$ cat config.mk
export PLATFORM = sky130hd
export DESIGN_NAME = control_fsm
export DESIGN_NICKNAME = d
export VERILOG_FILES = /design/src/rtl/control_fsm.sv
export SDC_FILE = /design/constraint.sdc
export NUM_CORES = 1
export LEC_CHECK = 0
export ABC_CLOCK_PERIOD_IN_PS = 1900
export BUFFER_PORTS_ARGS = -buffer_cell sky130_fd_sc_hd__buf_2
export CAP_MARGIN = 10
export CELL_PAD_IN_SITES_DETAIL_PLACEMENT = 1
export CELL_PAD_IN_SITES_GLOBAL_PLACEMENT = 2
export CORE_UTILIZATION = 17
export CTS_CLUSTER_DIAMETER = 150
export DETAILED_ROUTE_END_ITERATION = 8
export PLACE_DENSITY_LB_ADDON = 0.1
export SYNTH_ARGS = -nofsm -noshare
export SYNTH_HDL_FRONTEND = slang
export SYNTH_SLANG_ARGS = --single-unit
export TNS_END_PERCENT = 50
$ cat constraint.sdc
create_clock -name Clock -period 1.9 [get_ports Clock]
set_input_delay 0.095 -clock Clock [delete_from_list [all_inputs] [get_ports Clock]]
set_output_delay 0.095 -clock Clock [all_outputs]
set_load 0.02 [all_outputs]
$ cat src/rtl/control_fsm.sv
// control_fsm: multi-cycle instruction sequencer driving PC, IR, data memory, register file and ALU
module control_fsm (
   input  logic        Clock,
   input  logic        clr,
   input  logic [15:0] IR,
   output logic        PC_clr,
   output logic        PC_up,
   output logic        IR_ld,
   output logic [7:0]  D_addr,
   output logic        D_wr,
   output logic        RF_s,
   output logic [3:0]  RF_W_addr,
   output logic        RF_W_wr,
   output logic [3:0]  RF_Ra_addr,
   output logic        RF_Ra_rd,
   output logic [3:0]  RF_Rb_addr,
   output logic        RF_Rb_rd,
   output logic [2:0]  ALU_s0,
   output logic [3:0]  CurrentState,
   output logic [3:0]  NextState
);
   typedef enum logic [3:0] {
      INIT   = 4'd0,
      FETCH  = 4'd1,
      DECODE = 4'd2,
      NOOP   = 4'd3,
      LOAD_A = 4'd4,
      LOAD_B = 4'd5,
      STORE  = 4'd6,
      ADD    = 4'd7,
      SUB    = 4'd8,
      HALT   = 4'd9
   } state_t;

   state_t state, next;

   assign CurrentState = state;
   assign NextState    = next;

   // state register; clr overrides everything, including Halt and mid-instruction states
   always_ff @(posedge Clock) begin
      if (clr) state <= INIT;
      else     state <= next;
   end

   // next-state logic; Decode dispatches on the opcode, unknown opcodes fall back to NoOp
   always_comb begin
      next = INIT;
      case (state)
         INIT:   next = FETCH;
         FETCH:  next = DECODE;
         DECODE:
            case (IR[15:12])
               4'h1:    next = STORE;
               4'h2:    next = LOAD_A;
               4'h3:    next = ADD;
               4'h4:    next = SUB;
               4'h5:    next = HALT;
               default: next = NOOP;
            endcase
         LOAD_A: next = LOAD_B;
         HALT:   next = HALT;
         NOOP, LOAD_B, STORE, ADD, SUB: next = FETCH;
         default: next = INIT;
      endcase
   end

   // control outputs depend only on state and IR; everything idles at zero by default
   always_comb begin
      PC_clr     = 1'b0;
      PC_up      = 1'b0;
      IR_ld      = 1'b0;
      D_addr     = 8'd0;
      D_wr       = 1'b0;
      RF_s       = 1'b0;
      RF_W_addr  = 4'd0;
      RF_W_wr    = 1'b0;
      RF_Ra_addr = 4'd0;
      RF_Ra_rd   = 1'b0;
      RF_Rb_addr = 4'd0;
      RF_Rb_rd   = 1'b0;
      ALU_s0     = 3'd0;
      case (state)
         INIT:  PC_clr = 1'b1;
         FETCH: begin
            IR_ld = 1'b1;
            PC_up = 1'b1;
         end
         LOAD_A, LOAD_B: begin
            D_addr    = IR[11:4];
            RF_s      = 1'b1;
            RF_W_addr = IR[3:0];
            RF_W_wr   = (state == LOAD_B);
         end
         STORE: begin
            D_addr     = IR[7:0];
            D_wr       = 1'b1;
            RF_Ra_addr = IR[11:8];
            RF_Ra_rd   = 1'b1;
         end
         ADD, SUB: begin
            RF_Ra_addr = IR[11:8];
            RF_Ra_rd   = 1'b1;
            RF_Rb_addr = IR[7:4];
            RF_Rb_rd   = 1'b1;
            RF_W_addr  = IR[3:0];
            RF_W_wr    = 1'b1;
            ALU_s0     = (state == ADD) ? 3'd1 : 3'd2;
         end
         default: ;
      endcase
   end
endmodule

Yosys cells after proc, flatten, opt, wreduce, memory -nomap -nowiden:

Index checks and enable logic that the tools add are counted.

* flip-flop bits (word level): 4
* bits of input ports: 18
* output and inout port bits: 39
* word-level logic and storage cells: 36

* equal/unequal tests: 14
* multiplexer cells: 15
* reductions and logical operators: 6

Operators by type and width (count)
* 4-bit case mux with 5 select lines: 2
* 4-bit by 3-bit equality test with 1-bit output, second input constant: 6
* 4-bit by 2-bit equality test with 1-bit output, second input constant: 4
* 8-bit case mux with 2 select lines: 1
* 4-bit two-way mux: 3
* 4-bit by 1-bit equality test with 1-bit output, second input constant: 2
* 4-bit equality test, second input constant: 2
* 1-bit two-way mux: 6
* 6-bit OR reduction: 1
* 4-bit zero test: 1
* 2-bit two-way mux: 2
* 2-bit OR reduction: 2
* 4-bit OR reduction: 1
* 3-bit OR reduction: 1
* 1-bit case mux with 2 select lines: 1

Depth between registers and ports, before layout:

Gate-level depths: netlist of the first run.

* depth in word-level cells: 3
* mapped depth: 4
* mapped depth without buffers: 3

Least setup slack after synthesis of the first run:

OpenSTA, ideal clock, no wires.

* kind: register -> output
* from: reg state[2] (netlist: CurrentState[2])
* to: out NextState[0]
* arrival: 1633 ps
* data required time: 1805 ps
* slack: 172 ps
* stages on the path, launching flop included: 5
* path buffers: 1
* cells stage by stage: dfxtp_1 > buf_2 > nor3_1 > and2_1 > a221oi_1

* cells in the longest elaborated chain, start to end: 3
* elaborated cells between the ends (all ways): 12
* classes of those cells: eq/ne (9); mux (1); reduce/logical (2)

Ends and longest elaborated chain
* start: declaration: RTL line 35 `state_t state, next;`
* start signal: assignment: RTL line 43 `else state <= next;`
* 4-bit by 3-bit equality test with 1-bit output, or another cell as far along: RTL line 49 `case (state)`
* 6-bit OR reduction (no source line)
* 4-bit case mux with 5 select lines *: RTL line 49
* end: declaration: RTL line 20 `output logic [3:0] NextState`

Mark *: on every way between the ends. The rest lies on a longest branch, timed or not.

Worst setup path in the final report of the first run:

* from: reg state[1] (netlist: CurrentState[1])
* to: out RF_Rb_addr[1]

* cells in the longest elaborated chain, start to end: 3
* elaborated cells between the ends (all ways): 4
* classes of those cells: eq/ne (2); mux (1); reduce/logical (1)

Ends and longest elaborated chain
* 4-bit by 3-bit equality test with 1-bit output or 4-bit equality test (tied branches): RTL line 83 `case (state)`
* 2-bit OR reduction *
* 4-bit two-way mux *: RTL line 83
* end: declaration: RTL line 16 `output logic [3:0] RF_Rb_addr,`

Marked as above.

==> flow_metrics.tcl, run 1 <==
set metrics [dict create \
    mostFrequentLayoutCells "buf_2 (55), and2_1 (9), a22o_1 (8)" \
    synthDistinctLibCells 36 \
    grt_usage_pct 11.66 \
    design.core.area_um2 3103 \
    numPlacedInstances 173 \
    synth_mux_area_share_pct 0 \
    ant_nets 0 \
    switching_power_uw 155.6 \
    p_per_area_nw_per_um2 420.4 \
    grt_antenna_before_repair 0 \
    worstHoldPathCells 2 \
    p_leak_uw 0.0005144 \
    switching_share_pct 40.85 \
    nNetsFinal 152 \
    outcome "complete, no violations" \
    grt_max_degree 16 \
    cts_tree "built" \
    critPathMaxFanout 9 \
    portBuffers 55 \
    synth_area_per_cell_um2 7.312 \
    synth_ff_type "dfxtp_1" \
    worst_hold_path_type "primary input to flop" \
    drc 0 \
    die_x_um 59.55 \
    gp_congestion 0.6643 \
    finalMaxSlewViolations 0 \
    design_area_um2 905.9 \
    finalSetupTns_ps 0 \
    combPwrFrac_pct 43.1 \
    finalCriticalPeriod_ps 1732 \
    rsz0062_at_grt "no" \
    die_height_um 59.55 \
    required_ps 1800 \
    p_clk_share_pct 28.2 \
    first_global_vias 687 \
    period_share_pct 91.14 \
    rows 20 \
    synthXorXnorAreaFrac_pct 1.556 \
    report.final.hold_viol_count 0 \
    synth_compound_area_share_pct 35.78 \
    syn_area_um2 563.0 \
    ioPinCount 57 \
    htreeDepth 1 \
    vias 782 \
    numCtsBuffers 3 \
    post_cts_buffers 0 \
    p_seq_share_pct 28.7 \
    cp-end-kind "output port" \
    synth-simple-area-share_pct 39.11 \
    p_int_uw 225.3 \
    vdd_drop_max_mv 0.2999 \
    vias_per_cell 4.443 \
    cts_sinks 4 \
    clock.fmax_mhz 577.5 \
    grt_remaining_overflow 0 \
    first_pass_iters 4 \
    crit_type "flop to output port" \
    clock_skew_ps 6.875 \
    startpoint_type "flop" \
    clk_latency_ps 240 \
    die-area_um2 3546 \
    syn_nets 95 \
    synth_top_family_by_area "simple AND/OR/NAND/NOR gates" \
    dp_hpwl_um 1809 \
    dpl-instance-area_um2 882.1 \
    maxCapViolCount 0 \
    drive_above_1_share_pct 52.27 \
    async_reset_ff_share_pct 0 \
    path_clk_slew_ps 40 \
    setup_slack_ps 168.3 \
    initial_core_util_pct 18.15 \
    wl_per_cell_um 12.35 \
    synth-seq-cells 4 \
    drt_iter0_drc 7 \
    crit_arrival_ps 1640 \
    cts-root-buf "clkbuf_4" \
    finalSetupViolCount 0 \
    layoutNonFillerInstCount 176 \
    synthCells 77 \
    antenna_cells 0 \
    cts_buffer_depth 2 \
    grt_pass1_wl_um 3139 \
    synth_edf_count 0 \
    routed_wirelength_um 2174 \
    pre_cts_ws_ps 345.4 \
    yosysWarnings 0 \
    largest_register_ffs 4 \
    syn_to_final_growth_pct 60.89 \
    synthAdderAreaFrac_pct 0 \
    synth-seq-area-share_pct 14.22 \
    final_common_cell "buf_2" \
    reg2reg_depth 4 \
]
[layer usage]
metal  global-route usage (%)  up-vias  part of all wire [%]
li1                         -      392                     -
met1                    14.71      353                    45
met2                    20.22       37                    47
met3                    2.838        0                   8.0
met4                    1.993        0                     0
met5                        0        -                     0
[worst paths after layout]
path,startpoint,end,slack [ps]
worst min register to register,CurrentState[0]$_SDFF_PP0_,CurrentState[2]$_SDFF_PP0_,630
worst max-delay path,CurrentState[1]$_SDFF_PP0_,RF_Rb_addr[1],170
worst max register to register,CurrentState[2]$_SDFF_PP0_,CurrentState[1]$_SDFF_PP0_,580
worst min-delay path,clr,CurrentState[2]$_SDFF_PP0_,70
[metrics by stage]
stage | power (uW) | hold WS [ps] | util [%]
global route | 410.9 | 81.67 | 29.19
detailed placement | 275.9 | 325.7 | 28.43
floorplan | 210.9 | 171.8 | -
finish | 380.8 | 74.01 | 29.19
global placement | 276.6 | 323.4 | 28.43
CTS | 388.6 | 67.08 | 29.15
[cell type report]
cell class                 count  area, um^2
inverter                       4       15.01
sequential                     4       81.33
timing repair buffer          58       297.8
clock buffer                   3       22.52
multi-input combinational     63       434.2
fill                         437        2197
tap                           44       55.05
[what timing repair did]
action / 4_1_cts / 5_1_grt
hold buffers: 0 / 0
endpoints found under the setup margin: 0 / 4
resized for setup: 0 / 1
[cells by family after synthesis]
| logic type | Yosys count |
|---|---|
| compound gates | 25 |
| simple gates | 36 |
| flops | 4 |
| xor+xnor | 1 |
| other cells | 1 |
| buf+inv | 10 |
[cell usage after synthesis (2+ instances only)]
cell / number / area [um^2]
a21boi_0: 4 / 30.03
a21oi_1: 2 / 10.01
a22o_1: 8 / 70.07
and2_1: 9 / 56.30
buf_2: 3 / 15.01
buf_4: 2 / 15.01
dfxtp_1: 4 / 80.08
inv_1: 4 / 15.01
nand2_1: 2 / 7.510
nor2_1: 7 / 26.28
nor2b_1: 3 / 18.77
nor3_1: 3 / 15.01
nor4_1: 2 / 12.51
o21ai_0: 2 / 10.01
[worst max-delay path, cell delays in order (launching register included)]
cell and delay [ps]:
dfxtp_1 380, or4b_4 620, o21ai_4 100, and2_1 140, buf_2 150
[power by group through the flow]
stage	Combinational (uW)	Clock (uW)	Sequential, uW
after floorplan	104	0	107
after global placement	167	0	109
after detailed placement	166	0	110
after CTS	167	113	108
after global routing	177	122	112
final	164	107	109
Note: power is estimated with default switching activity, not from simulation.
==> run 2: changes to the inputs <==
- CELL_PAD_IN_SITES_DETAIL_PLACEMENT: 1 -> not set
- CELL_PAD_IN_SITES_GLOBAL_PLACEMENT: 2 -> not set
- CORE_UTILIZATION: 17 -> 37
- PLACE_DENSITY: not set -> 0.83
- PLACE_DENSITY_LB_ADDON: 0.1 -> not set
==> run 2 against run 1 <==
Net effect:
- non-clock buffer count unchanged
- total power is 1.8% lower
- clock skew down 6.6 ps
- die area down 53%
- clock power fell by 6%
- hold slack improved by 4.7 ps
==> flow_metrics.tcl, run 2 (synthesized netlist as in run 1, its figures left out) <==
set metrics [dict create \
    outcome "complete, no violations" \
    grt_pass1_wl_um 2490 \
    fin_hold_ws_ps 78.70 \
    cp-end-kind "output port" \
    p_int_uw 226.8 \
    drt_iter0_drc 24 \
    switching_power_uw 147.1 \
    crit_arrival_ps 1700 \
    critPathMaxFanout 16 \
    cts_sinks 4 \
    die-area_um2 1682 \
    syn_to_final_growth_pct 54.22 \
    vias_per_cell 5.136 \
    multi_input_area_um2 434.2 \
    maxCapViolCount 0 \
    ff_latch_area_um2 80.08 \
    utilization_pct 64.32 \
    routed_wirelength_um 1815 \
    vdd_drop_max_mv 0.3543 \
    combPwrFrac_pct 45.3 \
    antenna_cells 0 \
    grt_max_degree 17 \
    p_leak_uw 0.0005138 \
    p_clk_share_pct 27.1 \
    finalSetupTns_ps 0 \
    initial_core_util_pct 41.71 \
    cts-root-buf "clkbuf_4" \
    ant_nets 0 \
    grt_remaining_overflow 0 \
    die_height_um 41.01 \
    path_clk_slew_ps 40 \
    nFillCells 115 \
    p_per_area_nw_per_um2 430.5 \
    drive_above_1_share_pct 51.52 \
    wl_per_cell_um 12.35 \
    first_global_vias 584 \
    ioPinCount 57 \
    finalMaxSlewViolations 0 \
    switching_share_pct 39.34 \
    largest_register_ffs 4 \
    holdBufCountCts 0 \
    vias 755 \
    finalSetupViolCount 0 \
    crit_type "flop to output port" \
    ctsResizeCount 0 \
    required_ps 1800 \
    setup_slack_ps 105.2 \
    rsz0062_at_grt "no" \
    design.core.area_um2 1350 \
    grt_antenna_before_repair 0 \
    finalCriticalPeriod_ps 1795 \
    portBuffers 55 \
    grt_usage_pct 21.97 \
    final_common_cell "buf_2" \
    htreeDepth 1 \
    clock.fmax_mhz 557.2 \
    cts_buffer_depth 2 \
    numCtsBuffers 3 \
    dp_hpwl_um 1514 \
    total_power_uw 373.8 \
    p_seq_share_pct 27.6 \
    drc 0 \
    startpoint_type "flop" \
    gp_congestion 0.8708 \
    nNetsFinal 152 \
    worst_hold_path_type "primary input to flop" \
    clk_latency_ps 230 \
    die_x_um 41.01 \
    period_share_pct 94.46 \
    mostFrequentLayoutCells "buf_2 (55), and2_1 (9), a22o_1 (8)" \
    post_cts_buffers 0 \
    cts_tree "built" \
    rows 13 \
    report.final.hold_viol_count 0 \
    first_pass_iters 4 \
    clock_skew_ps 0.2865 \
    pre_cts_ws_ps 403.4 \
]
## run 2: cell types whose count changed in the layout (fill, tap and decap cells not counted)
cell / before / now
dfxtp_1: 3 / 4
dfxtp_2: 1 / 0
## run 2: cell type report
| cell class | instances | share of cell area [%] |
|---|---|---|
| clock buffer | 3 | 2.594 |
| timing repair buffer | 58 | 34.29 |
| tap | 15 | 2.161 |
| inverter | 4 | 1.729 |
| sequential | 4 | 9.222 |
| multi-input combinational | 63 | 50.00 |
## run 2: power groups by stage
stage	clock network (uW)	logic [uW]	registers (uW)
finish	101	169	103
global route	109	188	105
CTS	108	169	103
detailed placement	0	168	104
global placement	0	166	104
floorplan	0	104	107
## run 2: through the flow
step                      cells  cell area, um^2
after global routing        147            868.3
final                       147            868.3
after detailed placement    144            845.8
after CTS                   147            868.3
after floorplan              77            563.0
after global placement      144            845.8
## run 2: path summary, 6_finish.rpt
kind                                                  from                         end  slack, ps  cells after the start
worst max-delay path            CurrentState[2]$_SDFF_PP0_                   D_addr[6]        110                      4
worst max register to register  CurrentState[0]$_SDFF_PP0_  CurrentState[1]$_SDFF_PP0_        620                      3
worst min-delay path                                   clr  CurrentState[2]$_SDFF_PP0_         80                      2
worst min register to register  CurrentState[3]$_SDFF_PP0_  CurrentState[2]$_SDFF_PP0_        630                      2
## run 2: worst max-delay path, cell delays in order (launching register included)
cell      delay, ps
dfxtp_1         590
nand3b_1        180
nor2_2          330
a22o_1          210
buf_2           160
## run 2: layer usage
metal,global-route usage (%),part of all wire [%]
met5,0,0
met4,8.333,0.33
met3,1.630,4.1
met2,37.50,54
met1,28.25,42
==> run 3: changes to the inputs <==
- CELL_PAD_IN_SITES_DETAIL_PLACEMENT: not set -> 1
- CELL_PAD_IN_SITES_GLOBAL_PLACEMENT: not set -> 1
- CORE_UTILIZATION: 37 -> 23
- PLACE_DENSITY: 0.83 -> not set
- PLACE_DENSITY_LB_ADDON: not set -> 0.1
- SETUP_SLACK_MARGIN: not set -> 0.3
==> run 3 against run 2 <==
Net effect:
- flip-flop and latch count stayed put
- utilization is 18 points lower
- highest routed layer unchanged
- combinational power is 16% higher
- register-to-register slack better by 20 ps
- hold slack worse by 22 ps
- sequential share of layout area is 0.72 points lower
- design area is 20% higher
- worst setup slack better by 110 ps
- critical path depth stayed put
==> flow_metrics.tcl, run 3 (synthesized netlist as in run 1, its figures left out) <==
set metrics [dict create \
    outcome "complete, no violations" \
    cts-root-buf "clkbuf_4" \
    clock_skew_ps 7.365 \
    min_from "clr" \
    grt_usage_pct 17.50 \
    drive_above_1_share_pct 64.49 \
    dp_hpwl_um 1749 \
    die_x_um 51.48 \
    vias_per_cell 5.018 \
    numPlacedInstances 157 \
    syn_to_final_growth_pct 85.56 \
    layoutNonFillerInstCount 166 \
    path_cells "or4b_4, o21ai_4, and2_4, buf_6" \
    rr_startpoint "CurrentState[0]$_SDFF_PP0_" \
    die_height_um 51.48 \
    cp_num_buf_inv 1 \
    gp_congestion 0.7221 \
    p_per_area_nw_per_um2 396.2 \
    die-area_um2 2650 \
    finalSetupTns_ps 0 \
    portBuffers 55 \
    worst_hold_path_type "primary input to flop" \
    design.core.area_um2 2255 \
    finalMaxSlewViolations 0 \
    critPathMaxFanout 5 \
    crit_slowest_cell "or4b_4" \
    p_int_uw 241.5 \
    numCtsBuffers 3 \
    cts_sinks 4 \
    period_share_pct 88.53 \
    drc 0 \
    clk_latency_ps 250 \
    p_leak_uw 0.0005684 \
    finalSetupViolCount 0 \
    antenna_cells 0 \
    cts_tree "built" \
    min_to "CurrentState[2]$_SDFF_PP0_" \
    required_ps 1800 \
    first_global_vias 749 \
    startpoint_type "flop" \
    htreeDepth 1 \
    crit_type "flop to output port" \
    maxCapViolCount 0 \
    switching_power_uw 172.5 \
    wl_per_cell_um 13.43 \
    r2r-end "CurrentState[0]$_SDFF_PP0_" \
    grt_antenna_before_repair 0 \
    vdd_drop_max_mv 0.3142 \
    rows 17 \
    cp_top_family "simple AND/OR/NAND/NOR gates" \
    path_clk_slew_ps 40 \
    nFillCells 293 \
    combPwrFrac_pct 47.4 \
    largest_register_ffs 4 \
    p_clk_share_pct 28.2 \
    crit_arrival_ps 1590 \
    switching_share_pct 41.66 \
    worstHoldPathCells 2 \
    reg2reg_depth 4 \
    drt_iter0_drc 10 \
    finalCriticalPeriod_ps 1682 \
    grt_pass1_wl_um 3429 \
    final_common_cell "buf_2" \
    routed_wirelength_um 2229 \
    rsz0062_at_grt "yes" \
    vias 833 \
    holdBufCountCts 0 \
    clock.fmax_mhz 594.5 \
    nNetsFinal 158 \
    cp-end-kind "output port" \
    grt_max_degree 13 \
    cts_buffer_depth 2 \
    initial_core_util_pct 24.97 \
    timing.reg2reg.setup_slack_ps 640 \
    mostFrequentLayoutCells "buf_2 (45), buf_4 (11), a22o_1 (8), buf_6 (8), nor2_1 (7)" \
    grt_remaining_overflow 0 \
    first_pass_iters 4 \
    ant_nets 0 \
    ioPinCount 57 \
    p_seq_share_pct 24.4 \
    report.final.hold_viol_count 0 \
    max_stage_delay_ps 590 \
]
## run 3: cell types whose count changed in the layout (fill, tap and decap cells not counted), sizes merged
cell,change
buf,+6
## run 3: power by group through the flow
stage	Sequential, uW	Combinational (uW)	Clock, uW
global placement	105	174	0
CTS	103	183	109
finish	101	196	117
detailed placement	105	176	0
global route	103	212	130
floorplan	107	107	0
## run 3: worst max-delay path by stage
stage | startpoint | endpoint | slack, ps | cells after the start
2_1_floorplan | CurrentState[3]$_SDFF_PP0_ | RF_W_addr[0] | 260 | 4
3_3_place_gp | CurrentState[1]$_SDFF_PP0_ | RF_Rb_addr[2] | 400 | 4
3_5_place_dp | CurrentState[2]$_SDFF_PP0_ | D_addr[2] | 370 | 4
4_1_cts | CurrentState[2]$_SDFF_PP0_ | RF_Rb_addr[2] | 230 | 4
5_1_grt | CurrentState[2]$_SDFF_PP0_ | RF_W_addr[2] | 160 | 5
6_report | CurrentState[0]$_SDFF_PP0_ | RF_Rb_addr[0] | 220 | 4
## run 3: routing by layer
metal / vias up / part of all wire [%] / wire length, um / GRT usage [%]
li1: 402 / - / - / -
met1: 381 / 40 / 894 / 18.17
met2: 47 / 49 / 1096 / 33.33
met3: 3 / 9.3 / 207 / 4.762
met4: 0 / 1.3 / 30 / 5.405
met5: - / 0 / 0 / 0
## run 3: layout make-up
class                      count  area, um^2  area share, %
tap                           28       35.03          3.353
inverter                       4       15.01          1.437
sequential                     4       88.84          8.503
timing repair buffer          64       397.9          38.08
clock buffer                   3       22.52          2.156
multi-input combinational     63       485.5          46.47
## run 3: what timing repair did
action | CTS | global route
gates resized for setup | 22 | 16
buffers inserted | 5 | 1
endpoints found under the setup margin | 25 | 26
pin swaps | 6 | 9
## run 3: metrics by stage
step / power (uW) / hold WS (ps) / cell area (um^2) / worst slack [ps] / utilization, %
2_1_floorplan: 214.1 / 171.8 / 574.3 / 258.8 / -
3_3_place_gp: 278.8 / 327.7 / 873.3 / 395.0 / 38.73
3_5_place_dp: 280.6 / 326.4 / 873.3 / 366.0 / 38.73
4_1_cts: 395.3 / 71.43 / 985.9 / 225.1 / 43.73
5_1_grt: 444.2 / 58.69 / 1045 / 162.5 / 46.34
6_report: 414.0 / 56.49 / 1045 / 217.9 / 46.34
